--- config.mk ---
export PLATFORM = sky130hd
export DESIGN_NAME = vga_timing_gen_flat
export DESIGN_NICKNAME = d
export VERILOG_FILES = /design/src/rtl/vga_timing_gen_if.sv /design/src/rtl/vga_timing_gen.sv /design/src/flat_wrapper.sv
export SDC_FILE = /design/constraint.sdc
export NUM_CORES = 1
export LEC_CHECK = 0
export CAP_MARGIN = 20
export CORE_MARGIN = 2
export CORE_UTILIZATION = 48
export CTS_CLUSTER_DIAMETER = 50
export DETAILED_ROUTE_END_ITERATION = 10
export PLACE_DENSITY = 0.72
export REMOVE_ABC_BUFFERS = 1
export SETUP_SLACK_MARGIN = 0.1
export SYNTH_ARGS = -nofsm -noshare
export SYNTH_HDL_FRONTEND = slang
export SYNTH_SLANG_ARGS = --single-unit
--- constraint.sdc ---
create_clock -name clk_pix -period 2 [get_ports clk_pix]
set_input_delay 0.3 -clock clk_pix [delete_from_list [all_inputs] [get_ports clk_pix]]
set_output_delay 0.3 -clock clk_pix [all_outputs]
set_load 0.02 [all_outputs]
--- src/rtl/vga_timing_gen_if.sv ---
// Raster bundle produced by vga_timing_gen and sampled by sprite/background blocks.
// rgb_test is carried only when VGA_TESTPAT_EN is defined.
interface vga_timing_gen_if #(
  parameter int CORDW = 10
);
  logic [CORDW-1:0] sx;
  logic [CORDW-1:0] sy;
  logic             de;
  logic             hsync;
  logic             vsync;
  logic             line_start;
  logic             frame_start;
  logic             frame_end;
`ifdef VGA_TESTPAT_EN
  logic [11:0]      rgb_test;

  modport master (output sx, sy, de, hsync, vsync, line_start, frame_start, frame_end, rgb_test);
  modport slave  (input  sx, sy, de, hsync, vsync, line_start, frame_start, frame_end, rgb_test);
`else
  modport master (output sx, sy, de, hsync, vsync, line_start, frame_start, frame_end);
  modport slave  (input  sx, sy, de, hsync, vsync, line_start, frame_start, frame_end);
`endif
endinterface

--- src/rtl/vga_timing_gen.sv ---
// Raster timing generator: sx/sy counters with registered sync, de and strobes.
// Define VGA_TESTPAT_EN to add the registered 8-bar colour test pattern on rgb_test.
module vga_timing_gen #(
  parameter int   H_ACTIVE = 640,
  parameter int   H_FP     = 16,
  parameter int   H_SYNC   = 96,
  parameter int   H_BP     = 48,
  parameter int   V_ACTIVE = 480,
  parameter int   V_FP     = 10,
  parameter int   V_SYNC   = 2,
  parameter int   V_BP     = 33,
  parameter logic SYNC_POL = 1'b0,
  parameter int   CORDW    = 10
) (
  input  logic             clk_pix,
  input  logic             rst,
  vga_timing_gen_if.master vga
);

  localparam int H_TOTAL = H_ACTIVE + H_FP + H_SYNC + H_BP;
  localparam int V_TOTAL = V_ACTIVE + V_FP + V_SYNC + V_BP;

  localparam logic [CORDW-1:0] ONE     = CORDW'(1);
  localparam logic [CORDW-1:0] H_LAST  = CORDW'(H_TOTAL - 1);
  localparam logic [CORDW-1:0] V_LAST  = CORDW'(V_TOTAL - 1);
  localparam logic [CORDW-1:0] H_ACT   = CORDW'(H_ACTIVE);
  localparam logic [CORDW-1:0] V_ACT   = CORDW'(V_ACTIVE);
  localparam logic [CORDW-1:0] HS_BEG  = CORDW'(H_ACTIVE + H_FP);
  localparam logic [CORDW-1:0] HS_END  = CORDW'(H_ACTIVE + H_FP + H_SYNC);
  localparam logic [CORDW-1:0] VS_BEG  = CORDW'(V_ACTIVE + V_FP);
  localparam logic [CORDW-1:0] VS_END  = CORDW'(V_ACTIVE + V_FP + V_SYNC);
  localparam logic [CORDW-1:0] H_ALAST = CORDW'(H_ACTIVE - 1);
  localparam logic [CORDW-1:0] V_ALAST = CORDW'(V_ACTIVE - 1);

  logic [CORDW-1:0] sx_q, sy_q, sx_n, sy_n;
  logic de_q, hsync_q, vsync_q, ls_q, fs_q, fe_q;
  logic de_n, hs_act_n, vs_act_n, ls_n, fs_n, fe_n;

  // Outputs decode the next counter values so they register alongside sx/sy.
  always_comb begin
    sx_n = sx_q + ONE;
    sy_n = sy_q;
    if (sx_q == H_LAST) begin
      sx_n = '0;
      sy_n = (sy_q == V_LAST) ? '0 : sy_q + ONE;
    end
    de_n     = (sx_n < H_ACT) && (sy_n < V_ACT);
    hs_act_n = (sx_n >= HS_BEG) && (sx_n < HS_END);
    vs_act_n = (sy_n >= VS_BEG) && (sy_n < VS_END);
    ls_n     = (sx_n == '0);
    fs_n     = (sx_n == '0) && (sy_n == '0);
    fe_n     = (sx_n == H_ALAST) && (sy_n == V_ALAST);
  end

  always_ff @(posedge clk_pix) begin
    if (rst) begin
      sx_q    <= H_LAST;
      sy_q    <= V_LAST;
      de_q    <= 1'b0;
      hsync_q <= ~SYNC_POL;
      vsync_q <= ~SYNC_POL;
      ls_q    <= 1'b0;
      fs_q    <= 1'b0;
      fe_q    <= 1'b0;
    end else begin
      sx_q    <= sx_n;
      sy_q    <= sy_n;
      de_q    <= de_n;
      hsync_q <= hs_act_n ? SYNC_POL : ~SYNC_POL;
      vsync_q <= vs_act_n ? SYNC_POL : ~SYNC_POL;
      ls_q    <= ls_n;
      fs_q    <= fs_n;
      fe_q    <= fe_n;
    end
  end

  assign vga.sx          = sx_q;
  assign vga.sy          = sy_q;
  assign vga.de          = de_q;
  assign vga.hsync       = hsync_q;
  assign vga.vsync       = vsync_q;
  assign vga.line_start  = ls_q;
  assign vga.frame_start = fs_q;
  assign vga.frame_end   = fe_q;

`ifdef VGA_TESTPAT_EN
  localparam logic [CORDW-1:0] BAR_W = CORDW'(H_ACTIVE / 8);

  logic [2:0]  bar;
  logic [11:0] rgb_n, rgb_q;

  always_comb begin
    bar = 3'(sx_n / BAR_W);
    case (bar)
      3'd0:    rgb_n = 12'hFFF;
      3'd1:    rgb_n = 12'hFF0;
      3'd2:    rgb_n = 12'h0FF;
      3'd3:    rgb_n = 12'h0F0;
      3'd4:    rgb_n = 12'hF0F;
      3'd5:    rgb_n = 12'hF00;
      3'd6:    rgb_n = 12'h00F;
      default: rgb_n = 12'h000;
    endcase
    if (!de_n) rgb_n = 12'h000;
  end

  always_ff @(posedge clk_pix) begin
    if (rst) rgb_q <= 12'h000;
    else     rgb_q <= rgb_n;
  end

  assign vga.rgb_test = rgb_q;
`endif

endmodule

--- src/flat_wrapper.sv ---
// flat-port wrapper written by rule: the top's interface ports become plain ports
module vga_timing_gen_flat 
#(
  parameter int   H_ACTIVE = 640,
  parameter int   H_FP     = 16,
  parameter int   H_SYNC   = 96,
  parameter int   H_BP     = 48,
  parameter int   V_ACTIVE = 480,
  parameter int   V_FP     = 10,
  parameter int   V_SYNC   = 2,
  parameter int   V_BP     = 33,
  parameter logic SYNC_POL = 1'b0,
  parameter int   CORDW    = 10
)
  (clk_pix, rst, vga_sx, vga_sy, vga_de, vga_hsync, vga_vsync, vga_line_start, vga_frame_start, vga_frame_end);
  vga_timing_gen_if #(.CORDW(CORDW)) vga_i ();
  input  logic clk_pix;
  input  logic rst;
  output wire logic [$bits(vga_i.sx)-1:0] vga_sx;
  output wire logic [$bits(vga_i.sy)-1:0] vga_sy;
  output wire logic [$bits(vga_i.de)-1:0] vga_de;
  output wire logic [$bits(vga_i.hsync)-1:0] vga_hsync;
  output wire logic [$bits(vga_i.vsync)-1:0] vga_vsync;
  output wire logic [$bits(vga_i.line_start)-1:0] vga_line_start;
  output wire logic [$bits(vga_i.frame_start)-1:0] vga_frame_start;
  output wire logic [$bits(vga_i.frame_end)-1:0] vga_frame_end;
  assign vga_sx = vga_i.sx;
  assign vga_sy = vga_i.sy;
  assign vga_de = vga_i.de;
  assign vga_hsync = vga_i.hsync;
  assign vga_vsync = vga_i.vsync;
  assign vga_line_start = vga_i.line_start;
  assign vga_frame_start = vga_i.frame_start;
  assign vga_frame_end = vga_i.frame_end;
  vga_timing_gen #(.H_ACTIVE(H_ACTIVE), .H_FP(H_FP), .H_SYNC(H_SYNC), .H_BP(H_BP), .V_ACTIVE(V_ACTIVE), .V_FP(V_FP), .V_SYNC(V_SYNC), .V_BP(V_BP), .SYNC_POL(SYNC_POL), .CORDW(CORDW)) u_core (.clk_pix(clk_pix), .rst(rst), .vga(vga_i));
endmodule
==> out/results.ini, run 1 <==
[run_status]
status = complete, but fails checks
violations = setup timing

[worst_setup_path]
cp.arrival_ns = 2.41
critPathMaxFanout = 6
reg2reg_slack_ns = -0.20
startpoint_type = register
worstPathRequired_ns = 2.21
critPathKind = reg2reg
end_kind = register

[die]
die_h_um = 64.97
core_mm2 = 0.003606
ios = 28
die_area_mm2 = 0.004221
dieWidth_um = 64.97
rows = 22
start_util_pct = 49.48

[sta]
relSlewSlack_pct = 73.20
setup_ws_ns = -0.2027
maxSlewViolCount = 0
layout_worst_path_cycle_share_pct = 110.1
skew_ns = 0.01218
layout_min_cycle_time_ns = 2.203
worstMarginPinSlew_ns = 0.3977
max_freq_mhz = 454.0
setup-violations-final = 4
fin_tns_setup_ns = -0.6091
hold_violations = 0
grt_setup_unrepaired = yes

[global_routing]
grt_max_degree = 16
gr-total-overflow = 0
antenna_found_initial = 0
grt_pass1_vias = 1991
grt_use_total_pct = 28.53
grt_pass1_wl_um = 9266

[synth]
synth_mux_area_share_pct = 0.6311
synth.most_common_cell = dfxtp_1
synthAdderAreaFrac_pct = 2.805
synth_area_per_cell_um2 = 8.703
synth_top_area_share_pct = 29.17
synth_compound_area_share_pct = 18.93
ys_seq_area_share_pct = 29.17
synth_area_leader_cell = dfxtp_1
yosysUniqueCellTypes = 55
synth_xor_xnor_area_share_pct = 7.784
synth_edf_count = 0
synth_ff_type = dfxtp_1
synth_cells = 205
ys_seq_elements = 26
netlist_area_mm2 = 0.001784
synth.top_cells.by_area = dfxtp_1 29%, nor2_1 3.8%, xnor2_1 3.4%, xor2_1 3.4%, buf_6 3.2%
synth_top_family_by_area = simple AND/OR/NAND/NOR gates
postSynth.asyncResetShare_pct = 0
synth_simple_gate_area_share_pct = 31.07
yosys_warnings = 0
synth_common_cells = 26 x dfxtp_1, 18 x nor2_1, 15 x nand2_1, 9 x o21ai_0

[final_layout]
drive_gt1_share_pct = 44.30
n_antenna_cell = 0
postLayoutCellArea_mm2 = 0.002848
synthToLayoutAreaGrowth_pct = 59.61
final_core_util_pct = 78.97
nNetsFinal = 305

[clocking]
clkTransAtPathRegs_ns = 0.10
clock-sinks = 26
clockBufferDepth = 2
hold_buffers = 0
cts_tree = done
clk_latency_ns = 0.29
cts_buffers = 3
root_buffer = clkbuf_8
htree_levels = 1

[routing]
vias_per_cell = 5.936
drtIter0Drc = 190
wl_um = 6356
vias = 2054
ant_nets = 0
first_pass_iters = 4
drc_errors = 0
wl_per_cell_um = 18.37

[placement]
hpwl_um = 4108
numPortBuffers = 27
gp_congestion = 0.9295
dp_slack_ns = -0.2295
place_area_mm2 = 0.002495

[power]
p_sw_mw = 1.624
p_clk_share_pct = 11.8
power_frac_comb_pct = 68.9
p_seq_share_pct = 19.2
power_density_mw_per_mm2 = 1352
p_total_mw = 3.851
power.leakage_nw = 1.109
p_int_mw = 2.227
vdd_drop_max_mv = 0.9103
swShare_pct = 42.16

[flow_run]
cap_violations = 0

[hold_path]
min_path_type = reg2reg

==> placed cells by master, fill, tap and decap left out, types with 4 or more instances in the layout <==
cell,count
xnor2_1,7
buf_6,4
nor2_1,16
nand2b_1,4
nand3_1,7
dfxtp_1,18
a21oi_1,5
nand4_1,8
inv_1,5
o211ai_1,5
o21ai_0,7
clkdlybuf4s50_1,27
nand2_1,15
xor2_1,5
dfxtp_2,7
buf_4,74
nor3_1,7
==> routing by layer <==
layer  vias to the layer above  wire [um]  track usage (%)
met5                         -          0                0
met4                         0        244            12.23
met3                        28        417            4.167
met2                       112       3279            52.96
met1                       977       2414            32.02
li1                        937          -                -
==> timing repair <==
item,in CTS,in global routing
pin swaps,5,14
setup buffers,1,6
cloned,0,0
setup endpoints to repair,8,11
resized for setup,20,31
==> path summary, 6_finish.rpt <==
check / cells past startpoint / startpoint / end
setup reg to reg: 6 / u_core.vga.sx[6] / u_core.vga.frame_start
setup / recovery: 6 / u_core.vga.sx[6] / u_core.vga.frame_start
hold reg to reg: 2 / u_core.vga.sx[0] / u_core.vga.sx[0]
hold / removal: 2 / u_core.vga.sx[0] / u_core.vga.sx[0]
==> logic make-up after synthesis <==
logic type      after synthesis
xor+xnor                     15
simple gates                 92
buf+inv                      21
mux                           1
compound gates               46
flops                        26
fa+ha+maj                     4
==> critical path: stages, from the launching register on <==
cell      delay (ns)
dfxtp_4         0.37
nor4b_4         0.43
nand3_2         0.21
buf_6           0.18
a2111o_1        0.41
a2111o_1        0.38
a211oi_2        0.15
==> through the flow <==
step,std cells,hold WS [ns]
6_report,346,0.6138
3_3_place_gp,335,0.5774
4_1_cts,340,0.6105
3_5_place_dp,335,0.5973
5_1_grt,346,0.6442
2_1_floorplan,189,0.3691
==> power groups by stage <==
stage / Clock [mW] / Sequential [mW] / Combinational [mW]
after floorplan: 0 / 0.930 / 0.860
after global placement: 0 / 0.720 / 2.10
after detailed placement: 0 / 0.724 / 2.14
after CTS: 0.451 / 0.727 / 2.25
after global routing: 0.478 / 0.754 / 2.82
final: 0.456 / 0.740 / 2.65
==> area by class of cell <==
cell class                 count  area [um^2]
clock buffer                   3        41.29
clock inverter                 1        30.03
fill                         245        758.2
inverter                       5        18.77
multi-input combinational    158         1294
sequential                    26        533.0
tap                           48        60.06
timing repair buffer         105        870.8
==> state kept, by name (all words and copies together), names as in the netlist <==
| name | count |
|---|---|
| u_core.vga.frame_end | 1 |
| u_core.vga.vsync | 1 |
| u_core.vga.hsync | 1 |
| u_core.vga.sy | 10 |
| u_core.vga.frame_start | 1 |
| u_core.vga.sx | 10 |
| u_core.vga.de | 1 |
| u_core.vga.line_start | 1 |
Power figures use the tool's default switching activity.
==> run 2: changes to the inputs <==
- GPL_TIMING_DRIVEN: not set -> 0
==> run 2 against run 1 <==
Routed wire length decreased by 19%. Final area decreased by 13%. Non-clock buffer count shrank 48. Sequential share of layout area increased by 4.3 points. Critical endpoint is now u_core.vga.vsync. Combinational power down 20%. Sequential cell count stayed put. Sequential power grew 15%. The flow still finishes with violations (setup timing). First-iteration DRC count down 13%. Via count decreased by 12%. Worst setup slack better by 0.044 ns. Worst hold slack lost 0.10 ns.
==> out/results.ini, run 2 (synthesis results as in run 1) <==
[global_routing]
grt_pass1_vias = 1678  ; -16%
grt_use_total_pct = 24.15  ; -4.4 points
gr-total-overflow = 0  ; unchanged
grt_pass1_wl_um = 7997  ; -14%
antenna_found_initial = 0  ; unchanged
grt_max_degree = 16  ; unchanged

[routing]
wl_met3_um = 317  ; -24%
vias_per_cell = 6.070  ; +2.3%
routed.top_layer = met4
wl_met1_um = 2064  ; -14%
first_pass_iters = 4  ; unchanged
drtIter0Drc = 166  ; -13%
ant_nets = 0  ; unchanged
drc_errors = 0  ; unchanged
wl_met2_um = 2588  ; -21%
vias = 1809  ; -12%
wl_um = 5138  ; -19%
wl_per_cell_um = 17.24  ; -6.1%

[die]
ios = 28  ; unchanged
dieWidth_um = 64.97  ; unchanged
die_h_um = 64.97  ; unchanged
start_util_pct = 49.48  ; unchanged
rows = 22  ; unchanged
die_area_mm2 = 0.004221  ; unchanged
core_mm2 = 0.003606  ; unchanged

[final_layout]
final_cell_mix = 27 x buf_4, 26 x clkdlybuf4s50_1, 17 x nor2_1
drive_gt1_share_pct = 36.40  ; -7.9 points
mostFrequentLayoutCell = buf_4
seq_area_um2 = 570.5  ; +7.0%
fill_cells = 278  ; +13%
synthToLayoutAreaGrowth_pct = 38.85
multi_input_area_mm2 = 0.001245  ; -3.8%
n_antenna_cell = 0  ; unchanged
postLayoutCellArea_mm2 = 0.002477  ; -13%
nNetsFinal = 257  ; -16%

[clocking]
clk_latency_ns = 0.28  ; about the same
htree_levels = 1  ; unchanged
cts_buffers = 3  ; unchanged
clkTransAtPathRegs_ns = 0.09  ; about the same
hold_buffers = 0  ; unchanged
cts_tree = done
clockBufferDepth = 2  ; unchanged
root_buffer = clkbuf_8
clock-sinks = 26  ; unchanged

[run_status]
violations = setup timing
status = complete, but fails checks

[power]
power.leakage_nw = 0.8707  ; -21%
p_total_mw = 3.416  ; -11%
power_density_mw_per_mm2 = 1379  ; +2.0%
vdd_drop_max_mv = 0.8368  ; -8.1%

[hold_path]
hp-start = rst
min_path_type = in2reg
hold_depth = 2  ; unchanged
hold_end = u_core.vga.sy[6]

[sta]
grt_setup_unrepaired = yes
setup_ws_ns = -0.1582  ; +0.04442 ns
maxSlewViolCount = 0  ; unchanged
worstMarginPinSlew_ns = 0.5707  ; +0.1730 ns
skew_ns = 0.002261  ; -0.009915 ns
setup-violations-final = 4  ; unchanged
layout_worst_path_cycle_share_pct = 107.9  ; -2.2 points
max_freq_mhz = 463.3  ; +2.1%
layout_min_cycle_time_ns = 2.158  ; -0.04442 ns
hold_violations = 0  ; unchanged
relSlewSlack_pct = 61.89  ; -11 points

[worst_setup_path]
reg2reg_slack_ns = -0.16  ; +0.04 ns
startpoint_type = register
timing.rr.start = u_core.vga.sy[0]
end_kind = register
r2r_cells = 8  ; +2
worstPathRequired_ns = 2.16  ; -0.05 ns
cp.arrival_ns = 2.32  ; -0.09 ns
cp-startpoint = u_core.vga.sy[0]
critPathMaxFanout = 6  ; unchanged
critPathKind = reg2reg
reg2reg_to = u_core.vga.vsync

[placement]
numPortBuffers = 27  ; unchanged
hpwl_um = 2791  ; -32%
place_area_mm2 = 0.001962  ; -21%
gp_congestion = 0.8709  ; -6.3%

[flow_run]
cap_violations = 0  ; unchanged

run 2: cell count changes in the layout (fill, tap and decap cells not counted), sizes merged:
cell,delta
buf,-48
dlymetal6s2s,+1
clkdlybuf4s50,-1
run 2: where the power goes:
part / total [mW] / leakage (nW) / internal, mW / switching, mW
logic: 2.12 / 0.618 / 1.05 / 1.07
clock network: 0.447 / 0.0357 / 0.268 / 0.179
registers: 0.850 / 0.217 / 0.656 / 0.194
total: 3.42 / 0.871 / 1.97 / 1.45
run 2: worst max path at each step:
| stage | endpoint | slack [ns] | cells past startpoint |
|---|---|---|---|
| after floorplan | u_core.vga.vsync | -0.58 | 7 |
| final | u_core.vga.vsync | -0.16 | 8 |
| after CTS | u_core.vga.vsync | -0.14 | 8 |
| after detailed placement | u_core.vga.vsync | -0.79 | 7 |
| after global placement | u_core.vga.vsync | -0.81 | 7 |
| after global routing | u_core.vga.frame_end | -0.28 | 7 |
run 2: layout make-up:
cell class	count	share of cell area [%]
Clock buffer	3	1.667
Clock inverter	1	1.212
Inverter	5	0.8586
Multi-Input combinational cell	158	50.25
Sequential cell	26	23.03
Tap cell	48	2.424
Timing Repair Buffer	57	20.56
run 2: per-stage QoR:
step | TNS (ns) | hold slack [ns] | cells | worst slack [ns] | util (%)
floorplan | -1.566 | 0.3691 | 189 | -0.5814 | -
global placement | -3.701 | 0.5418 | 264 | -0.8098 | 54.41
detailed placement | -3.635 | 0.5551 | 264 | -0.7886 | 54.41
CTS | -0.3885 | 0.5930 | 295 | -0.1362 | 66.00
global route | -0.9376 | 0.5302 | 298 | -0.2758 | 68.70
finish | -0.4400 | 0.5110 | 298 | -0.1582 | 68.70
run 2: repair_timing:
item	4_1_cts	5_1_grt
gates resized for setup	50	16
pin swaps	8	10
setup buffers	27	3
setup endpoints to repair	17	10
run 2: layer usage:
metal	global-route usage, %	up-vias
met4	11.97	0
met2	41.37	91
met1	29.46	856
met5	0	-
li1	-	840
met3	3.299	22
run 2: worst max-delay path, cell delays in order (launching register included):
cell and delay [ns]:
dfxtp_4 0.42, inv_4 0.05, ha_2 0.17, nor2b_2 0.15, and4_4 0.18, a2111oi_4 0.26
a31oi_1 0.08, or2_1 0.23, or4_1 0.49
==> run 3: changes to the inputs <==
- CORE_UTILIZATION: 48 -> 25
- CTS_BUF_LIST: not set -> sky130_fd_sc_hd__clkbuf_4 sky130_fd_sc_hd__clkbuf_8
- GPL_ROUTABILITY_DRIVEN: not set -> 1
- PLACE_DENSITY: 0.72 -> 0.42
==> run 3 against run 2 <==
The run still ends with setup timing left. Global-route usage decreased by 10 points. Non-clock buffer count down 1. Power fell by 2.9%. Count of clock-buffer cells in the layout rose by 1. Die area grew 85%. Via count decreased by 8.5%. Register-to-register slack is essentially flat. Sequential power up 1%. Final cell count up 16%. Combinational power about the same. Fmax fell by 0.66%. Routed wire length is 2.3% higher. Critical path type unchanged. Highest routed layer unchanged.
==> out/results.ini, run 3 (synthesis results as in run 1) <==
[sta]
fin_tns_setup_ns = -0.4276  ; +0.01238 ns
layout_min_cycle_time_ns = 2.173  ; +0.01434 ns
setup-violations-final = 4  ; unchanged
holdWs_ns = 0.5617  ; +0.05076 ns
relSlewSlack_pct = 60.31  ; -1.6 points
setup_ws_ns = -0.1726  ; -0.01434 ns
skew_ns = 0.007204  ; +0.004943 ns
hold_violations = 0  ; unchanged
max_freq_mhz = 460.3  ; -0.66%
layout_worst_path_cycle_share_pct = 108.6  ; +0.72 points
worstMarginPinSlew_ns = 0.5954  ; +0.02467 ns
grt_setup_unrepaired = yes
maxSlewViolCount = 0  ; unchanged

[die]
start_util_pct = 25.97  ; -24 points
dieWidth_um = 88.48  ; +36%
rows = 30  ; +36%
core_mm2 = 0.006869  ; +90%
ios = 28  ; unchanged
die_h_um = 88.48  ; +36%
die_area_mm2 = 0.007829  ; +85%

[placement]
hpwl_um = 3408  ; +22%
place_area_mm2 = 0.002022  ; +3.1%
numPortBuffers = 27  ; unchanged
dp.cells = 312  ; +18%
gp_congestion = 0.7480  ; -14%

[global_routing]
grt_use_total_pct = 14.10  ; -10 points
antenna_found_initial = 0  ; unchanged
grt_max_degree = 17  ; +1
gr-total-overflow = 0  ; unchanged
grt_pass1_wl_um = 8445  ; +5.6%
grt_pass1_vias = 1621  ; -3.4%

[final_layout]
synthToLayoutAreaGrowth_pct = 43.41
drive_gt1_share_pct = 37.75  ; +1.4 points
multi_input_area_mm2 = 0.001300  ; +4.4%
nNetsFinal = 256  ; -0.39%
fin_cells = 345  ; +16%
mostFrequentLayoutCell = buf_4
n_antenna_cell = 0  ; unchanged
seq_area_um2 = 568.0  ; -0.44%
postLayoutCellArea_mm2 = 0.002559  ; +3.3%
final_cell_mix = 27 x buf_4, 25 x clkdlybuf4s50_1, 16 x nor2_1
fill_cells = 719  ; +160%

[worst_setup_path]
crit_chain = nor4b_4 > buf_4 > nand3_4 > a211oi_2 > o21ai_2 > or2_1 > or4_1
worstPathRequired_ns = 2.16  ; about the same
crit_path_top_delay_cell = or4_1
cp.arrival_ns = 2.33  ; about the same
cp_slowest_stage_delay_ns = 0.51  ; +0.02 ns
end_kind = register
critPathKind = reg2reg
critPathMaxFanout = 4  ; -2
startpoint_type = register

[power]
power_density_mw_per_mm2 = 1296  ; -6.0%
p_clk_share_pct = 11.0  ; -2.1 points
power_frac_comb_pct = 63.1  ; +1.1 points
power.leakage_nw = 0.8962  ; +2.9%
p_total_mw = 3.316  ; -2.9%
p_sw_mw = 1.461  ; +1.1%
vdd_drop_max_mv = 0.6977  ; -17%
p_int_mw = 1.855  ; -5.9%
p_seq_share_pct = 26.0  ; +1.1 points
swShare_pct = 44.07  ; +1.7 points

[run_status]
violations = setup timing
status = complete, but fails checks

[routing]
first_pass_iters = 4  ; unchanged
wl_per_cell_um = 15.23  ; -12%
wl_um = 5256  ; +2.3%
vias = 1655  ; -8.5%
vias_per_cell = 4.797  ; -21%
drtIter0Drc = 78  ; -53%
ant_nets = 0  ; unchanged
drc_errors = 0  ; unchanged

[clocking]
cts_buffers = 3  ; unchanged
clk_latency_ns = 0.28  ; about the same
root_buffer = clkbuf_8
cts_tree = done
clock-sinks = 26  ; unchanged
clkTransAtPathRegs_ns = 0.10  ; about the same
clockBufferDepth = 2  ; unchanged
htree_levels = 1  ; unchanged

[hold_path]
min_path_type = reg2reg

[flow_run]
cap_violations = 0  ; unchanged

## run 3: stage by stage
step	utilization [%]	setup slack [ns]
6_report	37.25	-0.1726
5_1_grt	37.25	-0.2609
4_1_cts	35.19	-0.1944
3_5_place_dp	29.44	-0.8832
3_3_place_gp	29.44	-0.9361
2_1_floorplan	-	-0.5814
## run 3: timing repair
| action | 4_1_cts | 5_1_grt |
|---|---|---|
| buffers inserted | 25 | 4 |
| setup endpoints to repair | 19 | 9 |
| hold endpoints to repair | 0 | 0 |
| gates resized for setup | 51 | 23 |
| hold buffers | 0 | 0 |
| pin swaps | 9 | 10 |
## run 3: worst paths after layout
check	slack, ns	endpoint	depth (start not counted)	startpoint
hold reg to reg	0.56	u_core.vga.sy[2]	1	u_core.vga.sy[2]
setup reg to reg	-0.17	u_core.vga.vsync	7	u_core.vga.sx[5]
setup / recovery	-0.17	u_core.vga.vsync	7	u_core.vga.sx[5]
hold / removal	0.56	u_core.vga.sy[2]	1	u_core.vga.sy[2]
## run 3: routing by layer
layer / share of wire, % / vias up / global-route usage, %
met5: 0 / - / 0
met4: 1.4 / 0 / 2.893
met3: 2.8 / 6 / 2.799
met2: 47 / 30 / 23.31
met1: 49 / 781 / 19.14
li1: - / 838 / -
## run 3: power groups by stage
stage	combinational, mW	clock, mW	sequential, mW
after floorplan	0.860	0	0.930
after global placement	1.39	0	0.884
after detailed placement	1.38	0	0.879
final	2.09	0.364	0.861
after CTS	1.89	0.376	0.863
after global routing	2.25	0.394	0.889
## run 3: layout make-up
class | instances | area share, %
clock buffers | 4 | 2.152
inverters | 5 | 0.7335
multi-input cells | 158 | 50.81
flip-flops and latches | 26 | 22.20
well taps | 96 | 4.694
repair buffers | 56 | 19.41
## run 3: worst max-delay path, delay by kind of cell, from the launching register on
family          cells  cell delay [ns]
flops               1             0.38
buf+inv             1             0.19
compound gates      2             0.27
simple gates        4             1.20
